==> config.mk <==
export PLATFORM = sky130hd
export DESIGN_NAME = pcs_receive
export DESIGN_NICKNAME = d
export VERILOG_FILES = /design/src/rtl/pcs_receive.sv
export SDC_FILE = /design/constraint.sdc
export NUM_CORES = 1
export LEC_CHECK = 0
export ABC_AREA = 1
export CORE_MARGIN = 2
export CORE_UTILIZATION = 60
export CTS_CLUSTER_DIAMETER = 80
export DETAILED_ROUTE_END_ITERATION = 8
export DONT_BUFFER_PORTS = 1
export HOLD_SLACK_MARGIN = 0.15
export PLACE_DENSITY = 0.8
export SLEW_MARGIN = 20
export SYNTH_ARGS = -nofsm -noshare
export SYNTH_HDL_FRONTEND = slang
export SYNTH_SLANG_ARGS = --single-unit
==> constraint.sdc <==
create_clock -name Clk -period 8.5 [get_ports Clk]
set_clock_uncertainty 0.2 [all_clocks]
set_input_delay 1.7 -clock Clk [delete_from_list [all_inputs] [get_ports Clk]]
set_output_delay 1.7 -clock Clk [all_outputs]
set_load 0.02 [all_outputs]
==> src/rtl/pcs_receive.sv <==
// 1000BASE-X PCS receive: 8b/10b decode of the SUDI stream and GMII receive FSM.
// Define PCS_RX_DISPARITY_CHECK_EN to reject code groups from the wrong disparity column.
module pcs_receive (
   input  logic        Clk,
   input  logic        mr_main_reset,
   input  logic        code_sync_status,
   input  logic        SUDI_indicate,
   input  logic [10:0] SUDI,
   output logic [7:0]  RXD,
   output logic        RX_DV,
   output logic        RX_ER,
   output logic        receiving
);

   localparam int unsigned CG_W  = 10;
   localparam int unsigned OCT_W = 8;

   localparam logic [2:0] LINK_FAILED     = 3'd0;
   localparam logic [2:0] WAIT_FOR_K      = 3'd1;
   localparam logic [2:0] RX_K            = 3'd2;
   localparam logic [2:0] IDLE_D          = 3'd3;
   localparam logic [2:0] START_OF_PACKET = 3'd4;
   localparam logic [2:0] RECEIVE         = 3'd5;
   localparam logic [2:0] EARLY_END       = 3'd6;
   localparam logic [2:0] TRI_RRI         = 3'd7;

   // Special groups, RD- and RD+ forms
   localparam logic [CG_W-1:0] K28_5_N = 10'b0011111010;
   localparam logic [CG_W-1:0] K28_5_P = 10'b1100000101;
   localparam logic [CG_W-1:0] K27_7_N = 10'b1101101000;
   localparam logic [CG_W-1:0] K27_7_P = 10'b0010010111;
   localparam logic [CG_W-1:0] K29_7_N = 10'b1011101000;
   localparam logic [CG_W-1:0] K29_7_P = 10'b0100010111;
   localparam logic [CG_W-1:0] K23_7_N = 10'b1110101000;
   localparam logic [CG_W-1:0] K23_7_P = 10'b0001010111;

   // abcdei sub-block -> {known, EDCBA}
   function automatic logic [5:0] dec6(input logic [5:0] c);
      logic [5:0] r;
      r = 6'b0;
      case (c)
         6'b100111, 6'b011000: r = {1'b1, 5'd0};
         6'b011101, 6'b100010: r = {1'b1, 5'd1};
         6'b101101, 6'b010010: r = {1'b1, 5'd2};
         6'b110001:            r = {1'b1, 5'd3};
         6'b110101, 6'b001010: r = {1'b1, 5'd4};
         6'b101001:            r = {1'b1, 5'd5};
         6'b011001:            r = {1'b1, 5'd6};
         6'b111000, 6'b000111: r = {1'b1, 5'd7};
         6'b111001, 6'b000110: r = {1'b1, 5'd8};
         6'b100101:            r = {1'b1, 5'd9};
         6'b010101:            r = {1'b1, 5'd10};
         6'b110100:            r = {1'b1, 5'd11};
         6'b001101:            r = {1'b1, 5'd12};
         6'b101100:            r = {1'b1, 5'd13};
         6'b011100:            r = {1'b1, 5'd14};
         6'b010111, 6'b101000: r = {1'b1, 5'd15};
         6'b011011, 6'b100100: r = {1'b1, 5'd16};
         6'b100011:            r = {1'b1, 5'd17};
         6'b010011:            r = {1'b1, 5'd18};
         6'b110010:            r = {1'b1, 5'd19};
         6'b001011:            r = {1'b1, 5'd20};
         6'b101010:            r = {1'b1, 5'd21};
         6'b011010:            r = {1'b1, 5'd22};
         6'b111010, 6'b000101: r = {1'b1, 5'd23};
         6'b110011, 6'b001100: r = {1'b1, 5'd24};
         6'b100110:            r = {1'b1, 5'd25};
         6'b010110:            r = {1'b1, 5'd26};
         6'b110110, 6'b001001: r = {1'b1, 5'd27};
         6'b001110:            r = {1'b1, 5'd28};
         6'b101110, 6'b010001: r = {1'b1, 5'd29};
         6'b011110, 6'b100001: r = {1'b1, 5'd30};
         6'b101011, 6'b010100: r = {1'b1, 5'd31};
         default:              r = 6'b0;
      endcase
      return r;
   endfunction

   // fghj sub-block -> {known, HGF}
   function automatic logic [3:0] dec4(input logic [3:0] c);
      logic [3:0] r;
      r = 4'b0;
      case (c)
         4'b1011, 4'b0100:                   r = {1'b1, 3'd0};
         4'b1001:                            r = {1'b1, 3'd1};
         4'b0101:                            r = {1'b1, 3'd2};
         4'b1100, 4'b0011:                   r = {1'b1, 3'd3};
         4'b1101, 4'b0010:                   r = {1'b1, 3'd4};
         4'b1010:                            r = {1'b1, 3'd5};
         4'b0110:                            r = {1'b1, 3'd6};
         4'b1110, 4'b0001, 4'b0111, 4'b1000: r = {1'b1, 3'd7};
         default:                            r = 4'b0;
      endcase
      return r;
   endfunction

   // True when cg is a legal Dx.y in the column selected by rd_in (1 = RD+)
   function automatic logic d_col(input logic [CG_W-1:0] cg, input logic rd_in);
      logic [5:0] d6;
      logic [3:0] d4;
      logic       ok6, ok4, rd_mid, alt7;
      int         n6, n4;
      d6 = dec6(cg[9:4]);
      d4 = dec4(cg[3:0]);
      n6 = $countones(cg[9:4]);
      n4 = $countones(cg[3:0]);
      if (n6 == 4)                    ok6 = ~rd_in;
      else if (n6 == 2)               ok6 = rd_in;
      else if (cg[9:4] == 6'b111000)  ok6 = ~rd_in;
      else if (cg[9:4] == 6'b000111)  ok6 = rd_in;
      else                            ok6 = 1'b1;
      rd_mid = (n6 == 4) ? 1'b1 : ((n6 == 2) ? 1'b0 : rd_in);
      if (n4 == 3)                    ok4 = ~rd_mid;
      else if (n4 == 1)               ok4 = rd_mid;
      else if (cg[3:0] == 4'b1100)    ok4 = ~rd_mid;
      else if (cg[3:0] == 4'b0011)    ok4 = rd_mid;
      else                            ok4 = 1'b1;
      // Dx.A7 replaces Dx.P7 only where P7 would form a run of five
      alt7 = rd_mid ? (d6[4:0] == 5'd11 || d6[4:0] == 5'd13 || d6[4:0] == 5'd14)
                    : (d6[4:0] == 5'd17 || d6[4:0] == 5'd18 || d6[4:0] == 5'd20);
      if (cg[3:0] == 4'b0111 || cg[3:0] == 4'b1000)      ok4 = ok4 & alt7;
      else if (cg[3:0] == 4'b1110 || cg[3:0] == 4'b0001) ok4 = ok4 & ~alt7;
      return d6[5] & d4[3] & ok6 & ok4;
   endfunction

   function automatic logic special(input logic [CG_W-1:0] cg, input logic [CG_W-1:0] kn,
                                    input logic [CG_W-1:0] kp, input logic rd_in);
`ifdef PCS_RX_DISPARITY_CHECK_EN
      return cg == (rd_in ? kp : kn);
`else
      return (rd_in | ~rd_in) & ((cg == kn) || (cg == kp));
`endif
   endfunction

   function automatic logic rd_after(input logic [CG_W-1:0] cg, input logic rd_in);
      int n;
      n = $countones(cg);
      return (n == 6) ? 1'b1 : ((n == 4) ? 1'b0 : rd_in);
   endfunction

   logic [2:0]       state, state_nx;
   logic             rd, rd_nx;
   logic [OCT_W-1:0] rxd_nx;
   logic             rx_dv_nx, rx_er_nx, receiving_nx;

   logic [CG_W-1:0]  cg;
   logic             rx_even;
   logic [5:0]       d6_w;
   logic [3:0]       d4_w;
   logic [OCT_W-1:0] oct_c;
   logic             d_valid, is_k, is_s, is_t, is_r;

   // Code-group classification for the current SUDI
   always_comb begin
      cg      = SUDI[CG_W-1:0];
      rx_even = SUDI[CG_W];
      d6_w    = dec6(cg[9:4]);
      d4_w    = dec4(cg[3:0]);
      oct_c   = {d4_w[2:0], d6_w[4:0]};
`ifdef PCS_RX_DISPARITY_CHECK_EN
      d_valid = d_col(cg, rd);
`else
      d_valid = d_col(cg, 1'b0) | d_col(cg, 1'b1);
`endif
      is_k    = special(cg, K28_5_N, K28_5_P, rd);
      is_s    = special(cg, K27_7_N, K27_7_P, rd);
      is_t    = special(cg, K29_7_N, K29_7_P, rd);
      is_r    = special(cg, K23_7_N, K23_7_P, rd);
   end

   always_ff @(posedge Clk) begin
      if (mr_main_reset) begin
         state     <= LINK_FAILED;
         rd        <= 1'b0;
         RXD       <= '0;
         RX_DV     <= 1'b0;
         RX_ER     <= 1'b0;
         receiving <= 1'b0;
      end else begin
         state     <= state_nx;
         rd        <= rd_nx;
         RXD       <= rxd_nx;
         RX_DV     <= rx_dv_nx;
         RX_ER     <= rx_er_nx;
         receiving <= receiving_nx;
      end
   end

   // Next state and next registered outputs
   always_comb begin
      state_nx     = state;
      rxd_nx       = RXD;
      rx_dv_nx     = RX_DV;
      rx_er_nx     = RX_ER;
      receiving_nx = receiving;
      rd_nx        = SUDI_indicate ? rd_after(cg, rd) : rd;

      if (!code_sync_status) begin
         state_nx     = LINK_FAILED;
         rxd_nx       = '0;
         rx_dv_nx     = 1'b0;
         receiving_nx = 1'b0;
         rx_er_nx     = (state == START_OF_PACKET) || (state == RECEIVE);
      end else if (!SUDI_indicate) begin
         // Error pulses last one clock even while the stream stalls
         if (state == EARLY_END || state == LINK_FAILED) rx_er_nx = 1'b0;
      end else begin
         rxd_nx       = '0;
         rx_dv_nx     = 1'b0;
         rx_er_nx     = 1'b0;
         receiving_nx = 1'b0;
         case (state)
            LINK_FAILED: state_nx = WAIT_FOR_K;
            WAIT_FOR_K:  if (is_k && rx_even) state_nx = RX_K;
            RX_K:        state_nx = d_valid ? IDLE_D : WAIT_FOR_K;
            IDLE_D: begin
               if (is_k) begin
                  state_nx = RX_K;
               end else if (is_s) begin
                  state_nx     = START_OF_PACKET;
                  rxd_nx       = 8'h55;
                  rx_dv_nx     = 1'b1;
                  receiving_nx = 1'b1;
               end else begin
                  state_nx = WAIT_FOR_K;
               end
            end
            START_OF_PACKET, RECEIVE: begin
               if (is_t) begin
                  state_nx = TRI_RRI;
               end else if (is_k) begin
                  state_nx = EARLY_END;
                  rx_er_nx = 1'b1;
               end else begin
                  state_nx     = RECEIVE;
                  rx_dv_nx     = 1'b1;
                  receiving_nx = 1'b1;
                  if (d_valid) begin
                     rxd_nx = oct_c;
                  end else begin
                     rxd_nx   = RXD;
                     rx_er_nx = 1'b1;
                  end
               end
            end
            EARLY_END: state_nx = RX_K;
            TRI_RRI: begin
               if (is_r)                 state_nx = TRI_RRI;
               else if (is_k && rx_even) state_nx = RX_K;
               else                      state_nx = WAIT_FOR_K;
            end
            default: state_nx = LINK_FAILED;
         endcase
      end
   end

endmodule
-- After elaboration in Yosys (flattened, before gate mapping)
Memory sizes are Yosys's and may differ from the RTL's.
Index checks and enable logic that the tools add are counted.
Widths: inputs -> output; s select.
- register bits after elaboration: 13
- latch bits: 0
- bits in writable memories: 0
- memory bits (read-only): 1344
- input bits: 15
- output and inout bits: 11
- logic and storage cells: 149
- memories: 6
- add/subtract/negate cells: 8
- multipliers: 0
- divide/modulo/power cells: 0
- $lt $le $gt $ge: 0
- eq/ne operators: 42
- shifts and indexed selects: 0
- mux-type cells: 51
- bitwise operators: 16
- reduce and logical (&&, ||, !) cells: 22
- memory list (memory ; depth ; bits a word ; rd ports ; clocked after memory_dff ; wr ports ; RTL line ; source):
    (no name shown) ; 64 ; 6 ; 1 ; 0 ; 0 ; 41 ; case (c)
    (no name shown) ; 64 ; 6 ; 1 ; 0 ; 0 ; 41 ;
    (no name shown) ; 64 ; 6 ; 1 ; 0 ; 0 ; 41 ;
    (no name shown) ; 16 ; 4 ; 1 ; 0 ; 0 ; 83 ; case (c)
    (no name shown) ; 16 ; 4 ; 1 ; 0 ; 0 ; 83 ;
    (no name shown) ; 16 ; 4 ; 1 ; 0 ; 0 ; 83 ;
- operators by type and width (cell ; count):
    $eq 32x3->1 const B ; 2
    $eq 10x10->1 const B ; 4
    $mux 1 ; 35
    $add 32x32->32 ; 1
    $eq 32x2->1 const B ; 1
    $eq 32x4->1 const B ; 1
    $eq 5x4->1 const B ; 6
    $eq 5x5->1 const B ; 6
    $mux 8 ; 3
    $pmux 3 s7 ; 1
    $eq 10x8->1 const B ; 2
    $logic_or 1x1->1 ; 16
    $pmux 8 s2 ; 1
    $mux 7 ; 2
    $eq 3x3->1 const B ; 4
    $eq 4x4->1 const B ; 3
    $mux 3 ; 4
    $add 1x1->2 ; 5
    $and 1x1->1 ; 10
    $eq 10x7->1 const B ; 1
    $eq 10x9->1 const B ; 1
    $mux 2 ; 4
    $add 2x2->3 ; 2
    $eq 3x2->1 const B ; 2
    other kinds (16) ; 22

-- Depth between registers and ports, before layout
Gate-level depths: netlist (run 1).
- depth in word-level cells: 21
- mapped depth: 23

-- Worst setup path after synthesis (run 1)
No wires, ideal clock.
- path type: in2reg
- start point: in SUDI[7]
- end point: reg RXD[5]
- setup time: 0.115 ns
- arrival time: 4.586 ns
- required time: 8.185 ns
- path slack: 3.599 ns
- stages on the path: 21
- cell sequence: inv_2 -> buf_2 -> fa_1 -> fa_1 -> inv_1 -> ha_1 -> inv_1 -> fa_1 -> inv_1 -> nor3_1 -> inv_1 -> nand3_1 -> nand2_1 -> nand2_1 -> nand2_1 -> nand2_1 -> nand3_2 -> nand2_4 -> inv_4 -> o21ai_2 -> nor2_1
- longest elaborated chain between the ends: 17
- elaborated cells between the ends (all ways): 80
- RTL lines (what ; RTL line ; source):
    start: declaration ; 8 ; input logic [10:0] SUDI,
    $add 1x1->2 ; - ;
    $add 2x2->3 ; - ;
    $add 32x32->32 (implied by the code) ; 105 ; n6 = $countones(cg[9:4]);
    $eq 32x3->1 ; 108, 112 ;
    $mux 1 (2 in a row) ; 112 ; rd_mid = (n6 == 4) ? 1'b1 : ((n6 == 2) ? 1'b0 : rd_in);
    $mux 1 or $not 1->1 (tied branches) ; 116, 113, 115 ;
    $mux 1 ; 115 ; else if (cg[3:0] == 4'b1100) ok4 = ~rd_mid;
    $mux 1 ; 114 ; else if (n4 == 1) ok4 = rd_mid;
    $mux 1 ; 113 ; if (n4 == 3) ok4 = ~rd_mid;
    $and 1x1->1 ; 122 ; else if (cg[3:0] == 4'b1110 || cg[3:0] == 4'b0001) ok4 = ok4 & ~alt7;
    $mux 1 ; 122 ;
    $mux 1 ; 121 ; if (cg[3:0] == 4'b0111 || cg[3:0] == 4'b1000) ok4 = ok4 & alt7;
    $and 1x1->1 ; 123 ; return d6[5] & d4[3] & ok6 & ok4;
    $or 1x1->1 ; 163 ; d_valid = d_col(cg, 1'b0) | d_col(cg, 1'b1);
    $ne 4x4->1 (no source line) ; - ;
    $reduce_and 2->1 (no source line) ; - ;
    end signal: assignment ; 182 ; RXD <= rxd_nx;
    end: declaration ; 9 ; output logic [7:0] RXD,
Several ways; a longest one is shown, not always the timed one.
A chain may end at the register's enable or synchronous reset.

-- Final worst setup path (run 1)
- start point: in SUDI[4]
- end point: reg RXD[5]
The elaborated chain is that of the path after synthesis.

==> qor.csv, run 1 <==
metric,value,unit
cts hold-fix bufs,0,
chip height,61.5,um
Post-synth EDFFs,0,
antenna-violating nets left,0,
ys async rst share,0,
worst min path class,flop to flop,
worst-margin pin slew,650,ps
Die Span X,61.5,um
DRC,0,
Crit Path Category,input port to flop,
Max Clock Freq,206,MHz
GP Congestion,0.959,
final global-route overflow total,0,
post-route design area,0.00203,sq mm
First DRT Iteration DRCs,139,
# port buffers,0,
Starting Density,0.639,
Synth Register Bits,13,
critical path's most frequent cell,inv_1,
sequential share of power,0.319,
"area leader, netlist",nand2_1,
final WL,4840,um
placed standard-cell area,0.00201,sq mm
CP Buf/Inv Count,6,
M1 GR Usage,0.390,
# resized after CTS,0,
Clock transition at path regs,90,ps
met2 Use GR,0.422,
power per cell area,101,mW/mm^2
Mapped Nets,375,
row cnt,20,
Crit path max-delay family,adder cells,
met3 usage,0.0819,
Max Slew Vio Count,0,
Synth area leaders,"nand2_1 18%, dfxtp_1 13%, ha_1 8.8%",
vias per std cell,5.70,
largest net degree at the start of global routing,15,
Final Hold Viols,0,
TritonCTS Buffers,3,
Antenna Cells,0,
Final setup viols,0,
via count,2193,
yosys warns,0,
internal power,115,uW
"Cell Chain, Critical Path",inv_1 -> fa_1 -> fa_1 -> inv_1 -> ha_1 -> inv_1 -> fa_1 -> inv_1 -> nor3_1 -> inv_1 -> nand3_1 -> nand2_1 -> nand2_1 -> nand2_1 -> nand2_1 -> nand3_2 -> nand2_4 -> inv_4 -> o21ai_2 -> nor2_1,
number of global-route vias before repair,1885,
Slew Limit Headroom,0.565,
top-count cell post-synth,nand2_1,
global-route wire length before repair,8020,um
CTS sink count,13,
top cell type's share of synthesized area,0.182,
Die ar.,0.00378,sq mm
"Top FF cell, synth",dfxtp_1,
core area,0.00310,sq mm
RSZ-0062 raised after global routing,false,
average wire per standard cell,12.6,um
period utilisation layout,0.571,
Initial DRT Pass Iterations,5,
synth cell count leaders,"96 x nand2_1, 45 x nor2_1, 42 x inv_1",
clock buffer depth,2,
"Data arrival, critical path",4820,ps
clock share of power,0.194,
synth unique cells,36,
layout cells sized above 1,0.0909,
Syn-to-layout area delta,2.65,%
critical path required time,8470,ps
Critical-path top delay cell,fa_1,
clk root buf,clkbuf_4,
CTS tree,yes,
Total Neg Setup Slack,0,ps
Net Sw Power,89.7,uW
VDD IR max,0.0682,mV
pre-CTS WS,3340,ps
post-route core utilization,0.656,
Syn Area/Cell,5.80,sq um
power share of the combinational group,0.487,
DP HPWL,3990,um
Fillers,318,
num ports,26,
startpoint type of the worst setup path,input port,
H-tree depth,1,
Post-Syn Area,0.00198,sq mm
busiest metal layer after global routing,met2,
largest stage delay on the critical path,580,ps
post-synthesis sequential area ratio,0.131,
sw frac,0.438,
Post-CTS Setup Repair Bufs,0,
initial antenna violation count,0,
Max Cap Viol,0,
Post-Syn Instances,342,
crit end category,flop,
Leakage Power,1.00,nW
Worst-Skew Late Latency,290,ps
crit path time final,4850,ps
Layout Nets,375,
status,completed,
Total GRT Usage,0.279,
worst setup margin,3650,ps
Crit Path Max Fanout,9,
-- cells by family after synthesis --
logic type | Yosys count | share of synthesized area
AOI/OAI and AO/OA | 54 | 0.170
adders and majority gates | 18 | 0.129
buffers and inverters | 56 | 0.112
DFF | 13 | 0.131
and+or+nand+nor | 201 | 0.457
-- worst min-delay path, stage by stage (launching register included) --
cell and delay (ps):
dfxtp_1 360, nand2_1 80, a21oi_1 60
-- power by group through the flow --
stage	clock, mW	sequential (mW)	combinational [mW]
6_report	0.0398	0.0652	0.0996
5_1_grt	0.0429	0.0656	0.114
4_1_cts	0.0402	0.0653	0.0980
3_5_place_dp	0	0.0667	0.0976
3_3_place_gp	0	0.0667	0.0963
2_1_floorplan	0	0.0663	0.0820
-- worst paths after layout --
| kind | from | end | slack (ps) | cells past startpoint |
|---|---|---|---|---|
| max | SUDI[4] | RXD[5]$_SDFFE_PP0P_ | 3650 | 20 |
| min | state[2]$_SDFFE_PP0P_ | state[2]$_SDFFE_PP0P_ | 340 | 2 |
| max reg2reg | state[2]$_SDFFE_PP0P_ | RXD[5]$_SDFFE_PP0P_ | 6740 | 9 |
| min reg2reg | state[2]$_SDFFE_PP0P_ | state[2]$_SDFFE_PP0P_ | 340 | 2 |
-- layer usage --
metal | wire length [um] | part of all wire
met4 | 47 | 0.0097
met3 | 459 | 0.095
met5 | 0 | 0
met1 | 2200 | 0.46
met2 | 2130 | 0.44
-- layout by cell type, fill, tap and decap left out, types with 3 or more instances in the layout --
cell and count:
nand2_2 6, nand3_1 25, nand2_1 96, a21oi_1 10, nand3_2 5, o22ai_1 3
o21ai_1 10, dfxtp_1 13, inv_2 8, o211ai_1 4, clkbuf_4 3, inv_1 42
nor3_1 8, fa_1 4, nor2_1 45, ha_1 14, nand4_1 9, o21ai_0 13
-- area by class of cell --
type	instances	area (sq um)	share of cell area
multi-input cells	273	1500	0.737
flip-flops and latches	13	260	0.128
inverters	51	194	0.0953
well taps	44	55.1	0.0271
clock buffers	4	26.3	0.0129
-- metrics by stage --
step	hold WS [ps]	power, mW	cells
after floorplan	291	0.148	342
after global placement	324	0.163	381
after detailed placement	324	0.164	381
after CTS	340	0.203	385
after global routing	380	0.223	385
final	341	0.205	385
-- state kept, by name, summed over array words and instances (netlist names) --
| name | flops |
|---|---|
| RXD | 8 |
| receiving | 1 |
| RX_ER | 1 |
| state | 3 |
Note: power is estimated with default switching activity, not from simulation.
==> inputs of run 2 (changes only) <==
- clock period: 8.5 -> 4.65 ns (I/O delays scaled with it)
==> run 2 against run 1 <==
Wire length up 1.3%. Highest routed layer unchanged. Sequential share of layout area unchanged. Largest cell class unchanged. Register-to-register slack worse by 3900 ps.
==> qor.csv, run 2 (synthesized netlist as in run 1, its figures left out) <==
metric,value,unit,change
status,completed,,unchanged
# port buffers,0,,unchanged
Antenna Cells,0,,unchanged
Die ar.,0.00378,sq mm,unchanged
global-route wire length before repair,7940,um,was 8020 um
Starting Density,0.639,,unchanged
critical path required time,4610,ps,was 8470 ps
final global-route overflow total,0,,unchanged
Clock transition at path regs,80,ps,was 90 ps
row cnt,20,,unchanged
via count,2182,,was 2193
TritonCTS Buffers,3,,unchanged
largest net degree at the start of global routing,15,,unchanged
cts hold-fix bufs,0,,unchanged
period utilisation layout,0.877,,
GP Congestion,0.959,,about the same
Biggest register,RXD,,unchanged
Multi-input gate area,0.00150,sq mm,unchanged
hold path depth,2,,unchanged
RSZ-0062 raised after global routing,false,,unchanged
First DRT Iteration DRCs,215,,was 139
chip height,61.5,um,unchanged
num ports,26,,unchanged
initial antenna violation count,0,,unchanged
worst min path class,flop to flop,,unchanged
layout cells sized above 1,0.0909,,unchanged
core area,0.00310,sq mm,unchanged
DP HPWL,4050,um,was 3990 um
clock buffer depth,2,,unchanged
Slew Limit Headroom,0.562,,was 0.565
DRC,0,,unchanged
average wire per standard cell,12.7,um,was 12.6 um
Layout Nets,375,,unchanged
clk root buf,clkbuf_4,,unchanged
CTS tree,yes,,unchanged
Fillers,328,,was 318
worst-margin pin slew,655,ps,was 650 ps
Final Hold Viols,0,,unchanged
antenna-violating nets left,0,,unchanged
Leakage Power,1.00,nW,unchanged
Max Clock Freq,245,MHz,
CTS sink count,13,,unchanged
Worst-Skew Late Latency,270,ps,was 290 ps
crit end category,flop,,unchanged
vias per std cell,5.67,,was 5.70
Initial DRT Pass Iterations,6,,was 5
critical path's most frequent cell,inv_1,,unchanged
H-tree depth,1,,unchanged
Post-CTS Setup Repair Bufs,0,,unchanged
flip-flop and latch area,260,sq um,unchanged
startpoint type of the worst setup path,input port,,unchanged
number of global-route vias before repair,1848,,was 1885
power per cell area,182,mW/mm^2,was 101 mW/mm^2
post-route core utilization,0.656,,unchanged
"Data arrival, critical path",4040,ps,was 4820 ps
Largest regs,"RXD x8, state x3",,unchanged
Die Span X,61.5,um,unchanged
Critical-path top delay cell,fa_1,,unchanged
VDD IR max,0.137,mV,was 0.0682 mV
Total GRT Usage,0.274,,was 0.279
R2R depth,9,,unchanged
"commonest non-fill, non-tap cell in the layout",nand2_1,,unchanged
final WL,4900,um,was 4840 um
# resized after CTS,0,,unchanged
Syn-to-layout area delta,2.65,%,unchanged
Max Cap Viol,0,,unchanged
"Cell Chain, Critical Path",inv_1 -> fa_1 -> fa_1 -> inv_1 -> ha_1 -> inv_1 -> fa_1 -> inv_1 -> nor3_1 -> inv_1 -> nand3_1 -> nand2_1 -> nand2_1 -> nand2_1 -> nand2_1 -> nand3_2 -> nand2_4 -> inv_4 -> o21ai_2 -> nor2_1,,unchanged
Crit Path Max Fanout,9,,unchanged
Max Slew Vio Count,0,,unchanged
Final setup viols,0,,unchanged
Total Neg Setup Slack,0,ps,unchanged
most frequent cells in the layout,"96 x nand2_1, 45 x nor2_1, 42 x inv_1",,unchanged
crit path time final,4080,ps,
max reg flops,8,,unchanged
largest stage delay on the critical path,580,ps,about the same
Crit Path Category,input port to flop,,unchanged
## run 2: cell counts in the layout (fill, tap and decap cells not counted)
Identical to the previous run, type by type.
## run 2: through the flow
stage          cells  total power [mW]  worst slack [ps]  hold WS (ps)  instance area [sq um]
2_1_floorplan    342             0.271               519           291                   1980
3_3_place_gp     381             0.298               407           324                   2010
3_5_place_dp     381             0.300               278           326                   2010
4_1_cts          385             0.368               602           337                   2030
5_1_grt          385             0.404               321           362                   2030
6_report         385             0.370               574           341                   2030
## run 2: per-layer routing
layer	up-vias	GRT usage	share of wire	routed length, um
met5	-	0	0	0
met4	0	0.0243	0.0033	16
met3	2	0.0651	0.094	460
met2	119	0.438	0.44	2150
met1	939	0.393	0.46	2270
li1	1122	-	-	-
## run 2: where the power goes
| part | internal [mW] | total (mW) | switching (mW) |
|---|---|---|---|
| logic | 0.0626 | 0.182 | 0.120 |
| clock network | 0.0332 | 0.0681 | 0.0349 |
| registers | 0.114 | 0.119 | 0.00517 |
## run 2: path summary, 6_finish.rpt
| path | startpoint | end | slack [ps] |
|---|---|---|---|
| max | SUDI[4] | RXD[5]$_SDFFE_PP0P_ | 570 |
| min | state[1]$_SDFFE_PP0P_ | state[1]$_SDFFE_PP0P_ | 340 |
| max reg2reg | state[2]$_SDFFE_PP0P_ | RXD[5]$_SDFFE_PP0P_ | 2880 |
| min reg2reg | state[1]$_SDFFE_PP0P_ | state[1]$_SDFFE_PP0P_ | 340 |
## run 2: final cells by class
class	count	area share
flip-flops and latches	13	0.128
multi-input cells	273	0.737
clock buffers	4	0.0129
well taps	44	0.0271
inverters	51	0.0953
## run 2: worst max-delay path, delay by kind of cell
kind | cells | cell delay, ps
compound gates | 1 | 100
simple gates | 9 | 960
buf+inv | 6 | 440
fa+ha+maj | 4 | 1590
==> inputs of run 3 (changes only) <==
- CTS_CLUSTER_DIAMETER: 80 -> unset
- CTS_CLUSTER_SIZE: unset -> 12
==> results of run 3 <==
The final DEF is identical to that of run 2; final timing and power are the same.
